<file path="src/rtl/sipo_pkg.sv">
// Shared constants, shift-side state encoding and sizing helper for the
// serial-to-parallel frame deserialiser.
package sipo_pkg;
    localparam int FRAME_BITS_DEF = 144;
    localparam int LANES_DEF      = 1;

    typedef enum logic {FILL, FULL} shift_state_t;

    function automatic int beats(input int frame, input int lanes);
        return frame / lanes;
    endfunction
endpackage

</file>
<file path="src/rtl/sipo_frame_deser_shift_core.sv">
// Shift-side of the deserialiser: beat assembly, framing counter, start-of-frame
// resync and the FILL/FULL hand-off to the output register.
module sipo_shift_core
    import sipo_pkg::*;
#(
    parameter int FRAME_BITS = FRAME_BITS_DEF,
    parameter int LANES      = LANES_DEF,
    parameter bit MSB_FIRST  = 1'b0
) (
    input  logic                  clk,
    input  logic                  rst,
    input  logic                  in_valid,
    input  logic                  in_sof,
    input  logic [LANES-1:0]      in_data,
    input  logic                  out_free,
    output logic                  in_ready,
    output logic                  frame_done,
    output logic [FRAME_BITS-1:0] frame_bits,
    output logic                  sync_err
);
    localparam int BEATS = beats(FRAME_BITS, LANES);
    localparam int CNT_W = (BEATS > 1) ? $clog2(BEATS) : 1;
    localparam logic [CNT_W-1:0] LAST = CNT_W'(BEATS - 1);

    shift_state_t          state_q, state_d;
    logic [CNT_W-1:0]      beat_cnt_q, beat_cnt_d, eff_cnt;
    logic [FRAME_BITS-1:0] shift_q, shift_d, shifted;
    logic                  sync_err_q, sync_err_d;

    assign in_ready = (state_q == FILL);
    assign sync_err = sync_err_q;

    always_comb begin
        state_d    = state_q;
        beat_cnt_d = beat_cnt_q;
        shift_d    = shift_q;
        sync_err_d = 1'b0;
        frame_done = 1'b0;
        frame_bits = shift_q;
        eff_cnt    = beat_cnt_q;
        shifted    = MSB_FIRST ? ((shift_q << LANES) | FRAME_BITS'(in_data))
                               : ((shift_q >> LANES) | (FRAME_BITS'(in_data) << (FRAME_BITS - LANES)));
        case (state_q)
            FILL: begin
                if (in_valid) begin
                    shift_d    = shifted;
                    // sof forces this beat to be beat 0; older bits age out of the register
                    eff_cnt    = in_sof ? '0 : beat_cnt_q;
                    sync_err_d = in_sof && (beat_cnt_q != '0);
                    if (eff_cnt == LAST) begin
                        beat_cnt_d = '0;
                        if (out_free) begin
                            frame_done = 1'b1;
                            frame_bits = shifted;
                        end else begin
                            state_d = FULL;
                        end
                    end else begin
                        beat_cnt_d = eff_cnt + CNT_W'(1);
                    end
                end
            end
            FULL: begin
                if (out_free) begin
                    frame_done = 1'b1;
                    state_d    = FILL;
                end
            end
            default: state_d = FILL;
        endcase
    end

    always_ff @(posedge clk or posedge rst) begin
        if (rst) begin
            state_q    <= FILL;
            beat_cnt_q <= '0;
            shift_q    <= '0;
            sync_err_q <= 1'b0;
        end else begin
            state_q    <= state_d;
            beat_cnt_q <= beat_cnt_d;
            shift_q    <= shift_d;
            sync_err_q <= sync_err_d;
        end
    end
endmodule

</file>
<file path="src/rtl/sipo_frame_deser.sv">
// Serial-to-parallel frame deserialiser: shift core plus a held output register
// with valid/ready hand-off and a delivered-frame counter.
module sipo_frame_deser
    import sipo_pkg::*;
#(
    parameter int FRAME_BITS = FRAME_BITS_DEF,
    parameter int LANES      = LANES_DEF,
    parameter bit MSB_FIRST  = 1'b0
) (
    input  logic                  clk,
    input  logic                  rst,
    input  logic                  in_valid,
    input  logic                  in_sof,
    input  logic [LANES-1:0]      in_data,
    output logic                  in_ready,
    output logic                  frame_valid,
    input  logic                  frame_ready,
    output logic [FRAME_BITS-1:0] frame_data,
    output logic                  sync_err,
    output logic [15:0]           frame_cnt
);
    if (FRAME_BITS % LANES != 0) begin : g_bad_geometry
        $error("FRAME_BITS must be a multiple of LANES");
    end

    logic                  frame_valid_q, frame_valid_d;
    logic [FRAME_BITS-1:0] frame_data_q, frame_data_d;
    logic [15:0]           frame_cnt_q, frame_cnt_d;
    logic                  consume, out_free, frame_done;
    logic [FRAME_BITS-1:0] frame_bits;

    // Output slot may be reloaded when empty or emptying this cycle
    assign consume  = frame_valid_q && frame_ready;
    assign out_free = !frame_valid_q || frame_ready;

    sipo_shift_core #(
        .FRAME_BITS(FRAME_BITS),
        .LANES     (LANES),
        .MSB_FIRST (MSB_FIRST)
    ) u_core (
        .clk       (clk),
        .rst       (rst),
        .in_valid  (in_valid),
        .in_sof    (in_sof),
        .in_data   (in_data),
        .out_free  (out_free),
        .in_ready  (in_ready),
        .frame_done(frame_done),
        .frame_bits(frame_bits),
        .sync_err  (sync_err)
    );

    always_comb begin
        frame_valid_d = frame_valid_q;
        frame_data_d  = frame_data_q;
        frame_cnt_d   = frame_cnt_q + {15'd0, consume};
        if (frame_done) begin
            frame_valid_d = 1'b1;
            frame_data_d  = frame_bits;
        end else if (consume) begin
            frame_valid_d = 1'b0;
        end
    end

    always_ff @(posedge clk or posedge rst) begin
        if (rst) begin
            frame_valid_q <= 1'b0;
            frame_data_q  <= '0;
            frame_cnt_q   <= '0;
        end else begin
            frame_valid_q <= frame_valid_d;
            frame_data_q  <= frame_data_d;
            frame_cnt_q   <= frame_cnt_d;
        end
    end

    assign frame_valid = frame_valid_q;
    assign frame_data  = frame_data_q;
    assign frame_cnt   = frame_cnt_q;
endmodule
</file>
<file path="config.mk">
export PLATFORM = sky130hd
export DESIGN_NAME = sipo_frame_deser
export DESIGN_NICKNAME = d
export VERILOG_FILES = /design/src/rtl/sipo_pkg.sv /design/src/rtl/sipo_frame_deser_shift_core.sv /design/src/rtl/sipo_frame_deser.sv
export SDC_FILE = /design/constraint.sdc
export NUM_CORES = 1
export LEC_CHECK = 0
export CAP_MARGIN = 20
export CORE_UTILIZATION = 55
export DETAILED_ROUTE_END_ITERATION = 16
export PLACE_DENSITY_LB_ADDON = 0.15
export REMOVE_ABC_BUFFERS = 1
export SLEW_MARGIN = 20
export SYNTH_ARGS = -nofsm -noshare
export SYNTH_HDL_FRONTEND = slang
export SYNTH_SLANG_ARGS = --single-unit
</file>
<file path="constraint.sdc">
create_clock -name clk -period 12.5 [get_ports clk]
set_input_delay 1.25 -clock clk [delete_from_list [all_inputs] [get_ports clk]]
set_output_delay 1.25 -clock clk [all_outputs]
set_load 0.02 [all_outputs]
</file>
# After elaboration in Yosys (flattened, before gate mapping)
# Index checks and enable logic that the tools add are counted.
# classes
bitwise,2
shift,0
multipliers,0
n_reduce_logical,7
n_div,0
eq_ne,1
add_sub_neg,2
n_mux,18
order_cmp,0
# ops
cell,count
$mux 144,4
$or 143x144->144,1
$add 16x1->16,1
$mux 8,2
$mux 1,10
$add 8x1->8 const B,1
$eq 8x8->1 const B,1
$reduce_bool 8->1,1
$pmux 1 s2,2
$logic_and 1x1->1,2
$reduce_and 2->1,1
$reduce_bool 2->1,1
$logic_not 1->1,1
$logic_or 1x1->1,1
$not 1->1,1
# totals
ram_bits,0
reg_bits,315
mem_bits_ro,0
word_cells,37
n_memories,0
latchBits,0

# Longest topological paths before layout
# logic_depth
ltp_word,7
mapped_depth,9

# Hierarchy
# A second synthesis with hierarchy kept.
# hier_totals
cells_unflattened,1209
area_unflattened_um2,13988.4
# by_module_without_submodules
module,instances,area_per_inst_um2,cells_per_inst
sipo_shift_core,1,7920.1,839
sipo_frame_deser,1,6068.3,370

# Worst setup path after synthesis
# OpenSTA, ideal clock, no wires.
# synth_timing
path_kind,input to register
startpoint,input port in_sof
endpoint,register frame_data_q[10] (netlist: frame_data[10])
n_path_buf,3
path_stages,9
required_ns,12.421
setup_ns,0.079
arrival_ns,3.038
setup_slack_ns,9.383
path_cell_list,clkbuf_1 > nor2b_1 > ha_1 > and4b_1 > a31oi_1 > nor2_2 > buf_2 > buf_2 > mux2i_1
# synth_via
elab_chain_len,5
word_cells_on_any_way,8
# synth_rtl
item,line_no,rtl
"start, declared",sipo_frame_deser.sv:13,"input logic in_sof,"
$mux 8 (*),sipo_frame_deser_shift_core.sv:48,eff_cnt = in_sof ? '0 : beat_cnt_q;
$eq 8x8->1 (*),sipo_frame_deser_shift_core.sv:50,if (eff_cnt == LAST) begin
$mux 1 or $mux 144 (tied branches),sipo_frame_deser_shift_core.sv:50,
$mux 1 or $mux 144 (tied branches),sipo_frame_deser_shift_core.sv:45,if (in_valid) begin
$pmux 1 s2 or $mux 144 (tied branches),sipo_frame_deser_shift_core.sv:43,case (state_q)
"end signal, assigned",sipo_frame_deser.sv:72,frame_data_q <= frame_data_d;
"end, declared",sipo_frame_deser.sv:27,"logic [FRAME_BITS-1:0] frame_data_q, frame_data_d;"
# Every way passes the cells marked *; elsewhere a longest branch is shown, timed or not.
# A chain may end at the register's enable or synchronous reset.

# Worst setup path in the final report
# layout_timing
startpoint,input port in_sof
endpoint,register frame_data_q[127] (netlist: frame_data[127])
# Same word-level chain as after synthesis.

==> impl_results.html <==
<table>
<tr><th>Metric</th><th>Value</th></tr>
<tr><th colspan="2">CTS</th></tr>
<tr><td>CTS tree</td><td>yes</td></tr>
<tr><td>Number of buffers created by CTS</td><td>34</td></tr>
<tr><td>Buffers inserted during post-CTS setup optimization</td><td>0</td></tr>
<tr><td>CTS sink count</td><td>315</td></tr>
<tr><td>Library cell used as clock root buffer</td><td>clkbuf_16</td></tr>
<tr><td>Clock insertion delay at the later pin of the skew report</td><td>0.50 ns</td></tr>
<tr><td>Hold Buf Count CTS</td><td>0</td></tr>
<tr><td>Post-cts sizing count</td><td>0</td></tr>
<tr><td>Depth of the CTS H-tree</td><td>2</td></tr>
<tr><td>CTS Buffer Depth</td><td>3</td></tr>
<tr><td>Clock-pin slew on the worst setup and hold paths</td><td>around 0.06 ns</td></tr>
<tr><th colspan="2">Power</th></tr>
<tr><td>Worst IR Drop VDD</td><td>0.07991 mV</td></tr>
<tr><td>PwrDens</td><td>129.8 nW/µm²</td></tr>
<tr><td>Total Power</td><td>2.122 mW</td></tr>
<tr><td>Leakage power figure</td><td>between 8 and 9 nW</td></tr>
<tr><th colspan="2">Timing</th></tr>
<tr><td>Relative max-transition margin</td><td>0.2970</td></tr>
<tr><td>Final hold vios</td><td>0</td></tr>
<tr><td>Post-route fraction of the period consumed by the critical path</td><td>0.3497</td></tr>
<tr><td>Final count of negative-setup-slack endpoints</td><td>0</td></tr>
<tr><td>Pins Over Slew Limit</td><td>0</td></tr>
<tr><td>Worst Clk Skew</td><td>0.007749 ns</td></tr>
<tr><td>Period minus WS final</td><td>4.372 ns</td></tr>
<tr><td>Worst hold-check slack</td><td>about 0.46 ns</td></tr>
<tr><td>RSZ-0062 raised after global routing</td><td>no</td></tr>
<tr><td>Worst-Margin Slew</td><td>1.054 ns</td></tr>
<tr><td>Peak clock frequency supported by timing</td><td>around 230 MHz</td></tr>
<tr><td>Final TNS setup</td><td>0 ns</td></tr>
<tr><th colspan="2">Floorplanning</th></tr>
<tr><td>Core region area</td><td>around 24000 µm²</td></tr>
<tr><td>Initial standard-cell utilization of the core</td><td>0.5658</td></tr>
<tr><td>Core Rows</td><td>56</td></tr>
<tr><td>Vertical die dimension</td><td>157.9 µm</td></tr>
<tr><td>Number of top-level pins</td><td>between 150 and 200</td></tr>
<tr><td>Die area</td><td>24920 µm²</td></tr>
<tr><td>Width of the die</td><td>between 150 and 200 µm</td></tr>
<tr><th colspan="2">Worst setup path</th></tr>
<tr><td>Element type at the critical path start</td><td>input port</td></tr>
<tr><td>Dominant cell type by count on the critical path</td><td>buf_4</td></tr>
<tr><td>Worst Path Required</td><td>12.91 ns</td></tr>
<tr><td>Crit-path slowest cell</td><td>buf_4</td></tr>
<tr><td>Kind of capture point of the worst setup path</td><td>flip-flop</td></tr>
<tr><td>Kind of critical path</td><td>input port to flip-flop</td></tr>
<tr><td>Worst path arrival time</td><td>between 4 and 5 ns</td></tr>
<tr><td>Crit path cell chain</td><td>clkdlybuf4s50_1 -&gt; nor2b_1 -&gt; ha_1 -&gt; nand4b_1 -&gt; nor4_4 -&gt; buf_4 -&gt; buf_4 -&gt; o22ai_1 -&gt; mux2i_1</td></tr>
<tr><td>CP max stage delay</td><td>0.82 ns</td></tr>
<tr><td>CP max FO</td><td>80</td></tr>
<tr><th colspan="2">Routing</th></tr>
<tr><td>Remaining routing DRC violations</td><td>0</td></tr>
<tr><td>Number of nets still failing antenna checks after routing</td><td>0</td></tr>
<tr><td>Top layer reached by signal wires</td><td>met4</td></tr>
<tr><td>Met3 wire length</td><td>1346 µm</td></tr>
<tr><td>Met2 wirelength from detailed routing</td><td>13660 µm</td></tr>
<tr><td>Total wire length</td><td>between 20000 and 30000 µm</td></tr>
<tr><td>Avg WL per Cell</td><td>between 15 and 20 µm</td></tr>
<tr><td>Vias</td><td>9640</td></tr>
<tr><td>Mean number of vias per cell</td><td>between 5 and 6</td></tr>
<tr><td>Iter 0 DRT Violations</td><td>773</td></tr>
<tr><td>TritonRoute pass-1 iters</td><td>5</td></tr>
<tr><td>Metal-1 WL</td><td>12730 µm</td></tr>
<tr><th colspan="2">Logic synthesis</th></tr>
<tr><td>Top post-synthesis cells by count</td><td>nand2_1, dfrtp_1, inv_1</td></tr>
<tr><td>Syn Inst Count</td><td>1358</td></tr>
<tr><td>Library cell with the highest instance count after synthesis</td><td>nand2_1</td></tr>
<tr><td>Total number of yosys warnings</td><td>0</td></tr>
<tr><td>Post-synthesis cell type count</td><td>39</td></tr>
<tr><td>Synthesized flop and latch total</td><td>315</td></tr>
<tr><td>Post-synth design cell area</td><td>around 13000 µm²</td></tr>
<tr><td>Asr flop ratio synth</td><td>1.000</td></tr>
<tr><td>Yosys top cell area share</td><td>0.5901</td></tr>
<tr><td>Post-synth top area cell</td><td>dfrtp_1</td></tr>
<tr><td>Cell types with the largest area share after synthesis</td><td>dfrtp_1, nand2_1, mux2i_1</td></tr>
<tr><td>Predominant post-synthesis flop cell</td><td>dfrtp_1</td></tr>
<tr><td>Post-synth EDFFs</td><td>0</td></tr>
<tr><td>Sequential-to-total area share from yosys stat</td><td>0.5901</td></tr>
<tr><td>Mean cell area of the mapped netlist</td><td>9.837 µm²</td></tr>
<tr><th colspan="2">Finish</th></tr>
<tr><td>Count of antenna diodes in the layout</td><td>0</td></tr>
<tr><td>Nets</td><td>1499</td></tr>
<tr><td>Layout overhead on the synthesized area</td><td>22.34%</td></tr>
<tr><td>Layout cells sized above 1</td><td>0.04434</td></tr>
<tr><td>Final std cell area, no fill</td><td>roughly 16000 µm²</td></tr>
<tr><td>Filler instances</td><td>1828</td></tr>
<tr><th colspan="2">Placed design</th></tr>
<tr><td>Post-detail-place hpwl</td><td>15670 µm</td></tr>
<tr><td>Cell area after placement</td><td>15230 µm²</td></tr>
<tr><td>IO buf count</td><td>~170</td></tr>
<tr><td>Final estimated routing congestion in global placement</td><td>0.7329</td></tr>
<tr><th colspan="2">Global route</th></tr>
<tr><td>Final global-route overflow total</td><td>0</td></tr>
<tr><td>Via count of the first global-routing pass</td><td>9357</td></tr>
<tr><td>Pin count of the biggest net entering global routing</td><td>~140</td></tr>
<tr><td>Wire length of the first global-routing pass</td><td>47060 µm</td></tr>
<tr><td>Initial antenna violation count</td><td>0</td></tr>
<tr><td>Overall fraction of global-route tracks in use</td><td>0.2354</td></tr>
<tr><th colspan="2">Run status</th></tr>
<tr><td>Run status</td><td>finished clean</td></tr>
<tr><th colspan="2">Min path</th></tr>
<tr><td>Class of the most critical hold timing path</td><td>flip-flop to flip-flop</td></tr>
<tr><th colspan="2">Flow run</th></tr>
<tr><td>Max Cap Violations</td><td>0</td></tr>
</table>
sequential cells by signal, indices dropped and copies added (netlist names):
signal,cells
frame_data,144
u_core.shift_q,144
frame_cnt,16
u_core.beat_cnt_q,8
frame_valid,1
u_core.state_q,1
u_core.sync_err,1
cells in the final DEF, fill, tap and decap left out, types with 2 or more instances in the layout:
master,netlist,layout
nor2_1,8,8
nand4_1,3,3
nand3_1,9,8
xor2_1,4,4
nor2b_1,5,4
ha_1,3,3
and3_1,3,3
dfrtp_1,315,315
clkbuf_1,56,7
clkinv_2,0,4
nand2_1,442,442
o22ai_1,142,142
o31ai_1,3,3
a21oi_1,4,4
mux2i_1,143,143
o21ai_0,8,8
clkbuf_8,0,8
nor3_1,3,3
and2_1,2,2
xnor2_1,10,10
clkdlybuf4s50_1,0,168
inv_1,147,146
and4_1,2,2
a22o_1,2,2
nand2b_1,3,2
clkbuf_16,0,37
buf_4,0,9
final timing paths:
path / cells after the start / slack, ns / to / startpoint
worst max-delay path: 9 / 8.13 / frame_data[127] / in_sof
worst min-delay path: 1 / 0.46 / frame_cnt[15] / frame_cnt[15]
worst max register to register: 6 / 9.08 / frame_data[127] / u_core.state_q
worst min register to register: 1 / 0.46 / frame_cnt[15] / frame_cnt[15]
max in group asynchronous: 4 / 9.10 / frame_data[141] / rst
min in group asynchronous: 2 / 1.32 / frame_data[34] / rst
worst max-delay path, delay by kind of cell:
family                   cells  cell delay [ns]
multiplexers                 1             0.21
AND/OR/NAND/NOR              3             0.71
AO/OA/AOI/OAI                1             0.26
adder cells (fa/ha/maj)      1             0.25
buffers and inverters        3             2.06
layer usage:
| metal | global-route usage | up-vias |
|---|---|---|
| li1 | - | 4696 |
| met1 | 0.3224 | 4699 |
| met2 | 0.3854 | 208 |
| met3 | 0.04188 | 37 |
| met4 | 0.06657 | 0 |
| met5 | 0 | - |
where the power goes:
group / leakage (nW) / internal, mW / switching [mW]
clock: 0.552 / 0.604 / 0.391
combinational: 3.90 / 0.0179 / 0.0524
sequential: 3.64 / 1.04 / 0.0198
total: 8.09 / 1.66 / 0.463
metrics by stage:
stage | util | std cells | worst slack, ns
5_1_grt | 0.6921 | 1830 | 7.911
4_1_cts | 0.6921 | 1830 | 8.168
3_3_place_gp | 0.6450 | 1773 | 7.841
2_1_floorplan | - | 1276 | 0.4265
3_5_place_dp | 0.6450 | 1773 | 7.713
6_report | 0.6921 | 1830 | 8.128
cell type report:
class | instances | area, µm² | share of cell area
Timing Repair Buffer | 178 | 1769 | 0.1083
Clock inverter | 5 | 50.05 | 0.003062
Sequential cell | 315 | 7883 | 0.4823
Clock buffer | 52 | 1062 | 0.06500
Multi-Input combinational cell | 814 | 4621 | 0.2827
Inverter | 147 | 559.3 | 0.03422
Tap cell | 319 | 399.1 | 0.02442
kinds of logic after synthesis:
family | count (synthesis) | share of synthesized area
xor gates and xnor gates | 14 | 0.009178
muxes | 144 | 0.1080
DFF | 315 | 0.5901
buffers and inverters | 229 | 0.06650
and+or+nand+nor | 488 | 0.1456
AOI/OAI and AO/OA | 165 | 0.07783
adders and majority gates | 3 | 0.002810
No activity file was read; power rests on OpenSTA's default activity.
